**src/rtl/systolic_pkg.sv**
```systemverilog
// systolic_pkg: shared sizes, element type and skewer state encoding for the systolic datapath.
package systolic_pkg;
  localparam int WIDTH = 16;
  localparam int SIZE = 10;
  localparam int FRAME_BEATS = 2 * SIZE - 1;
  typedef logic signed [WIDTH-1:0] elem_t;
  typedef enum logic {IDLE, STREAM} skew_state_e;
endpackage

```
**src/rtl/systolic_input_skewer_tile_buffer.sv**
```systemverilog
// tile_buffer: SIZE x SIZE element register array with load enable and a full flag.
module tile_buffer #(
  parameter int WIDTH = systolic_pkg::WIDTH,
  parameter int SIZE = systolic_pkg::SIZE
) (
  input  logic clk,
  input  logic reset,
  input  logic load,
  input  logic clear,
  input  logic [SIZE-1:0][SIZE-1:0][WIDTH-1:0] d,
  output logic [SIZE-1:0][SIZE-1:0][WIDTH-1:0] q,
  output logic full
);
  import systolic_pkg::*;
  always_ff @(posedge clk) begin
    if (reset) begin
      q <= '0;
      full <= 1'b0;
    end else if (load) begin
      q <= d;
      full <= 1'b1;
    end else if (clear) begin
      full <= 1'b0;
    end
  end
endmodule

```
**src/rtl/systolic_input_skewer.sv**
```systemverilog
// systolic_input_skewer: buffers one tile and streams it as diagonally skewed lanes; SKEWER_DOUBLE_BUFFER_EN adds a shadow tile for gapless frames.
module systolic_input_skewer #(
  parameter int WIDTH = systolic_pkg::WIDTH,
  parameter int SIZE = systolic_pkg::SIZE
) (
  input  logic clk,
  input  logic reset,
  input  logic load_valid,
  output logic load_ready,
  input  logic [SIZE-1:0][SIZE-1:0][WIDTH-1:0] load_matrix,
  input  logic stall,
  output logic signed [SIZE-1:0][WIDTH-1:0] skew_data,
  output logic [SIZE-1:0] skew_valid,
  output logic frame_first,
  output logic frame_last
);
  import systolic_pkg::*;
  localparam int TW = $clog2(2 * SIZE);
  localparam logic [TW-1:0] LAST_T = TW'(2 * SIZE - 2);
  skew_state_e state;
  logic [TW-1:0] t, nt;
  logic [SIZE-1:0][SIZE-1:0][WIDTH-1:0] active_q, shadow_q, src;
  logic active_full, shadow_full, accept, last, start;
  logic [SIZE-1:0][WIDTH-1:0] nxt_data;
  logic [SIZE-1:0] nxt_valid;
  assign accept = load_valid && load_ready;
  assign last = state == STREAM && active_full && !stall && t == LAST_T;
  // a new frame starts from idle, or back-to-back when the last beat is consumed
  assign start = (accept && (state == IDLE || last)) || (last && shadow_full);
  assign src = start ? (accept ? load_matrix : shadow_q) : active_q;
  assign nt = start ? '0 : t + 1'b1;
  tile_buffer #(.WIDTH(WIDTH), .SIZE(SIZE)) u_active (
    .clk(clk), .reset(reset), .load(start), .clear(last && !start),
    .d(src), .q(active_q), .full(active_full)
  );
`ifdef SKEWER_DOUBLE_BUFFER_EN
  tile_buffer #(.WIDTH(WIDTH), .SIZE(SIZE)) u_shadow (
    .clk(clk), .reset(reset), .load(accept && state == STREAM && !last),
    .clear(last && shadow_full), .d(load_matrix), .q(shadow_q), .full(shadow_full)
  );
  assign load_ready = !reset && (state == IDLE || !shadow_full);
`else
  assign shadow_q = '0;
  assign shadow_full = 1'b0;
  assign load_ready = !reset && state == IDLE;
`endif
  // lane r carries column t-r of row r while that falls inside the tile
  always_comb begin
    nxt_data = '0;
    nxt_valid = '0;
    for (int r = 0; r < SIZE; r++)
      for (int c = 0; c < SIZE; c++)
        if (int'(nt) == r + c) begin
          nxt_data[r] = src[r][c];
          nxt_valid[r] = 1'b1;
        end
  end
  always_ff @(posedge clk) begin
    if (reset) begin
      state <= IDLE;
      t <= '0;
      skew_data <= '0;
      skew_valid <= '0;
      frame_first <= 1'b0;
      frame_last <= 1'b0;
    end else if (start || (state == STREAM && !stall && !last)) begin
      state <= STREAM;
      t <= nt;
      skew_data <= nxt_data;
      skew_valid <= nxt_valid;
      frame_first <= nt == '0;
      frame_last <= nt == LAST_T;
    end else if (last) begin
      state <= IDLE;
      t <= '0;
      skew_data <= '0;
      skew_valid <= '0;
      frame_first <= 1'b0;
      frame_last <= 1'b0;
    end
  end
endmodule

```
**config.mk**
```make
export PLATFORM = sky130hd
export DESIGN_NAME = systolic_input_skewer
export DESIGN_NICKNAME = d
export VERILOG_FILES = /design/src/rtl/systolic_pkg.sv /design/src/rtl/systolic_input_skewer_tile_buffer.sv /design/src/rtl/systolic_input_skewer.sv
export SDC_FILE = /design/constraint.sdc
export NUM_CORES = 2
export LEC_CHECK = 0
export ABC_AREA = 1
export CAP_MARGIN = 20
export CORE_AREA = 2 2 687 689
export DETAILED_ROUTE_END_ITERATION = 10
export DIE_AREA = 0 0 689 691
export PLACE_DENSITY = 0.36
export SETUP_SLACK_MARGIN = 0.3
export SYNTH_ARGS = -nofsm -noshare
export SYNTH_HDL_FRONTEND = slang
export SYNTH_SLANG_ARGS = --single-unit
```
**constraint.sdc**
```tcl
create_clock -name clk -period 2.98 [get_ports clk]
set_clock_uncertainty 0.2 [all_clocks]
set_input_delay 0.894 -clock clk [delete_from_list [all_inputs] [get_ports clk]]
set_output_delay 0.894 -clock clk [all_outputs]
set_load 0.005 [all_outputs]
```
==> summary.md <==
| Metric | Value |
|---|---|
| Outcome | `finished with violations` |
| Failing checks | `negative setup slack` |
| Critical Path End Type | `flip-flop` |
| Leading area contributor after synthesis | `dfxtp_1` |
| DRC | `0` |
| I/O pins | `1777` |
| Crit path DAT | `3.75 ns` |
| Crit path launch type | `flip-flop` |
| Hold_sp | `skew_data[99]$_SDFFE_PP0P_` |
| Max_cap viols | `0` |
| Clock Path Buffers | `4` |
| Critical Path RT | `3.63 ns` |
| Largest cells by area after synthesis | `dfxtp_1 46%, mux2i_1 16%, nand2_1 10%` |
| Final Worst Setup Slack | `-0.120 ns` |
| Compound-gate portion of the synthesized area | `0.0737` |
| Hold Path End | `skew_data[99]$_SDFFE_PP0P_` |
| Post-Syn Area | `77000 µm²` |
| Setup violations, final | `57` |
| Hold WC Path Type | `reg -> reg` |
| Post-route minimum period | `3.10 ns` |
| CTS tree | `done` |
| Cell variety after synth | `42` |
| Syn Inst Count | `between 9000 and 10000` |
| Xor/xnor share of the synthesized area | `0` |
| Gr ovfl total | `0` |
| Max stage delay cell, worst path | `or2_2` |
| H-Tree Level Count | `4` |
| Commonest non-fill, non-tap cell in the layout | `nand2_1` |
| Initial core utilization | `0.164` |
| FP Rows | `between 200 and 300` |
| Post-synth top area share | `0.463` |
| Critical Path, Cell by Cell | `buf_12 -> nor2_8 -> nand2_8 -> buf_12 -> buf_16 -> buf_16 -> buf_4 -> mux2i_1 -> or2_2 -> nand4_1 -> nand2_1 -> nand3b_1 -> nand2_1 -> buf_6 -> a21oi_2` |
| Peak supply drop | `roughly 500 µV` |
| Syn Area/Cell | `7.96 µm²` |
| Core box area | `469000 µm²` |
| 1st-pass router iterations | `6` |
| Crit share post-route | `1.04` |
| Largest net degree at the start of global routing | `217` |
| RSZ-0062 raised after global routing | `true` |
| Syn Nets | `between 10000 and 15000` |
| Relative slew slack | `0.0582` |
| Starting DRT DRC Count | `4649` |
| Fmax | `roughly 0.32 GHz` |
| Initial antenna violation count | `381` |
| Clock-pin slew on the worst setup and hold paths | `0.06 ns` |
| Worst r2r dst | `skew_data[79]$_SDFFE_PP0P_` |
| Ratio of cells with drive above 1 in the final layout | `0.233` |
| Final WL | `500000 µm` |
| Post-route core utilization | `0.275` |
| Synth Warn # | `0` |
| Dpl hpwl | `about 380000 µm` |
| Wire per inst | `26.0 µm` |
| Post-Synth Adder-Cell Area | `0.000325` |
| Via count | `77600` |
| Reg2reg start | `state$_SDFFE_PP0P_` |
| Max FO, Critical Path | `7` |
| Slowest stage delay, CP | `about 0.36 ns` |
| Finished Cell Area | `129000 µm²` |
| Post-synthesis mux area share | `0.164` |
| Hold path cells | `2` |
| Hold_buf cts | `0` |
| Clk root buf | `clkbuf_16` |
| Crit path kind | `reg -> reg` |
| Via density | `4.04` |
| Reg2Reg Depth | `15` |
| Fillers | `51100` |
| Power Dens Cells | `approximately 510 nW/µm²` |
| Routed Antenna Nets | `0` |
| Leak | `about 60 nW` |
| Sequential-to-total area share from yosys stat | `0.463` |
| Synth Register Bits | `1779` |
| Most frequent cells in the layout | `1948 x nand2_1, 1748 x dfxtp_1, 1691 x clkdlybuf4s50_1, 1614 x nor2_1, 1191 x buf_4` |
| Final Hold Vio Count | `0` |
| Clk sinks | `between 1500 and 2000` |
| RD Place Congestion | `slightly below 0.9` |
| R2R Setup Slk | `-0.12 ns` |
| Largest family of logic cells by synthesized area | `simple AND/OR/NAND/NOR gates` |
| Vias in the first global route | `between 70000 and 80000` |
| Die Span X | `689 µm` |
| Simple-gate share of the synthesized area | `0.242` |
| Synthesis-to-finish area growth | `67.9%` |
| Worst-Skew Late Latency | `0.97 ns` |
| Tightest Pin Transition | `1.41 ns` |
| Clock buffer count from CTS | `236` |
| Die Y | `roughly 690 µm` |
| Max Slew Vio Count | `0` |
| DIE AREA | `476000 µm²` |
| First-pass GRT wire length | `654000 µm` |
| Placed Area | `about 110000 µm²` |
| Gr usage total | `0.198` |
| PortBufs | `1776` |
| Nets | `about 14000` |
==> layout make-up <==
cell class	count	area (µm²)	area share
multi-input cells	6832	40200	0.311
flip-flops and latches	1779	35700	0.276
clock inverters	65	820	0.00634
clock buffers	370	7140	0.0553
repair buffers	3423	35700	0.276
well taps	6223	7790	0.0603
inverters	409	1630	0.0126
diodes	122	305	0.00236
==> state kept, by name (all words and copies together), names as in the netlist <==
name	flops
frame_first	1
frame_last	1
skew_data	160
skew_valid	10
state	1
t	5
u_active.full	1
u_active.q	1600
==> power by group <==
group | leakage, nW | internal [mW] | total, mW | switching (mW)
combinational | 40.5 | 5.51 | 10.5 | 4.95
sequential | 14.5 | 24.9 | 25.2 | 0.295
clock | 3.92 | 17.6 | 30.1 | 12.5
total | 58.9 | 48.0 | 65.7 | 17.7
==> synth_stat cells (all sizes together) <==
library cell / number
o211ai: 21
mux2i: 1261
inv: 405
clkbuf: 366
o21ai: 434
buf: 284
nor2: 1670
o21bai: 2
o2111ai: 31
nor3: 31
nand2: 2122
clkinv: 4
or2: 396
o31ai: 2
a31oi: 2
a21oi: 453
ha: 2
nand3b: 38
o221a: 1
nand3: 214
nor4: 1
nand4: 51
a221oi: 15
o22ai: 17
o21a: 68
dfxtp: 1779
==> stage by stage <==
stage                     setup TNS, ns  worst slack [ns]  cells  power [mW]  hold slack [ns]
final                             -2.05            -0.120  19200        65.7            0.262
after global routing             -21.42            -0.206  19200        68.4            0.235
after CTS                        -12.57            -0.129  19000        66.3            0.180
after detailed placement        -633.79             -1.50  18400        35.2            0.254
after global placement          -628.50             -1.50  18400        35.2            0.249
after floorplan                       0             0.202   9670        29.6            0.239
==> layer usage <==
| layer | global-route usage | wire length (µm) | share of wire |
|---|---|---|---|
| met2 | 0.347 | 245000 | 0.49 |
| met3 | 0.0503 | 31300 | 0.063 |
| met5 | 0 | 908 | 0.0018 |
| met4 | 0.0597 | 15900 | 0.032 |
| met1 | 0.237 | 206000 | 0.41 |
==> repair_timing <==
item | CTS | global route
gates cloned | 39 | 27
pin swaps | 186 | 217
setup endpoints to repair | 379 | 327
buffers inserted | 152 | 91
gates resized for setup | 915 | 522
==> how the worst max path moves through the flow <==
stage / startpoint / to / slack (ns) / cells after the start
global route: t[1]$_SDFFE_PP0P_ / skew_data[159]$_SDFFE_PP0P_ / -0.21 / 20
finish: state$_SDFFE_PP0P_ / skew_data[79]$_SDFFE_PP0P_ / -0.12 / 15
detailed placement: load_valid / skew_data[63]$_SDFFE_PP0P_ / -1.50 / 16
CTS: state$_SDFFE_PP0P_ / skew_data[78]$_SDFFE_PP0P_ / -0.13 / 17
global placement: load_valid / skew_data[63]$_SDFFE_PP0P_ / -1.50 / 19
floorplan: reset / skew_valid[8]$_SDFFE_PP0P_ / 0.20 / 15
==> worst max-delay path: cells and delay by family (launching register included) <==
kind	cells	cell delay [ns]
simple gates	7	1.30
buf+inv	6	0.93
flops	1	0.32
mux	1	0.12
compound gates	1	0.11
==> kinds of logic (layout without fill, tap and decap cells) <==
kind of cell,Yosys count,in the layout
compound gates,1046,1046
flops,1779,1779
fa+ha+maj,2,2
other cells,0,122
mux,1261,1261
simple gates,4523,4523
buf+inv,1059,4267
(Power assumes the default switching activity.)
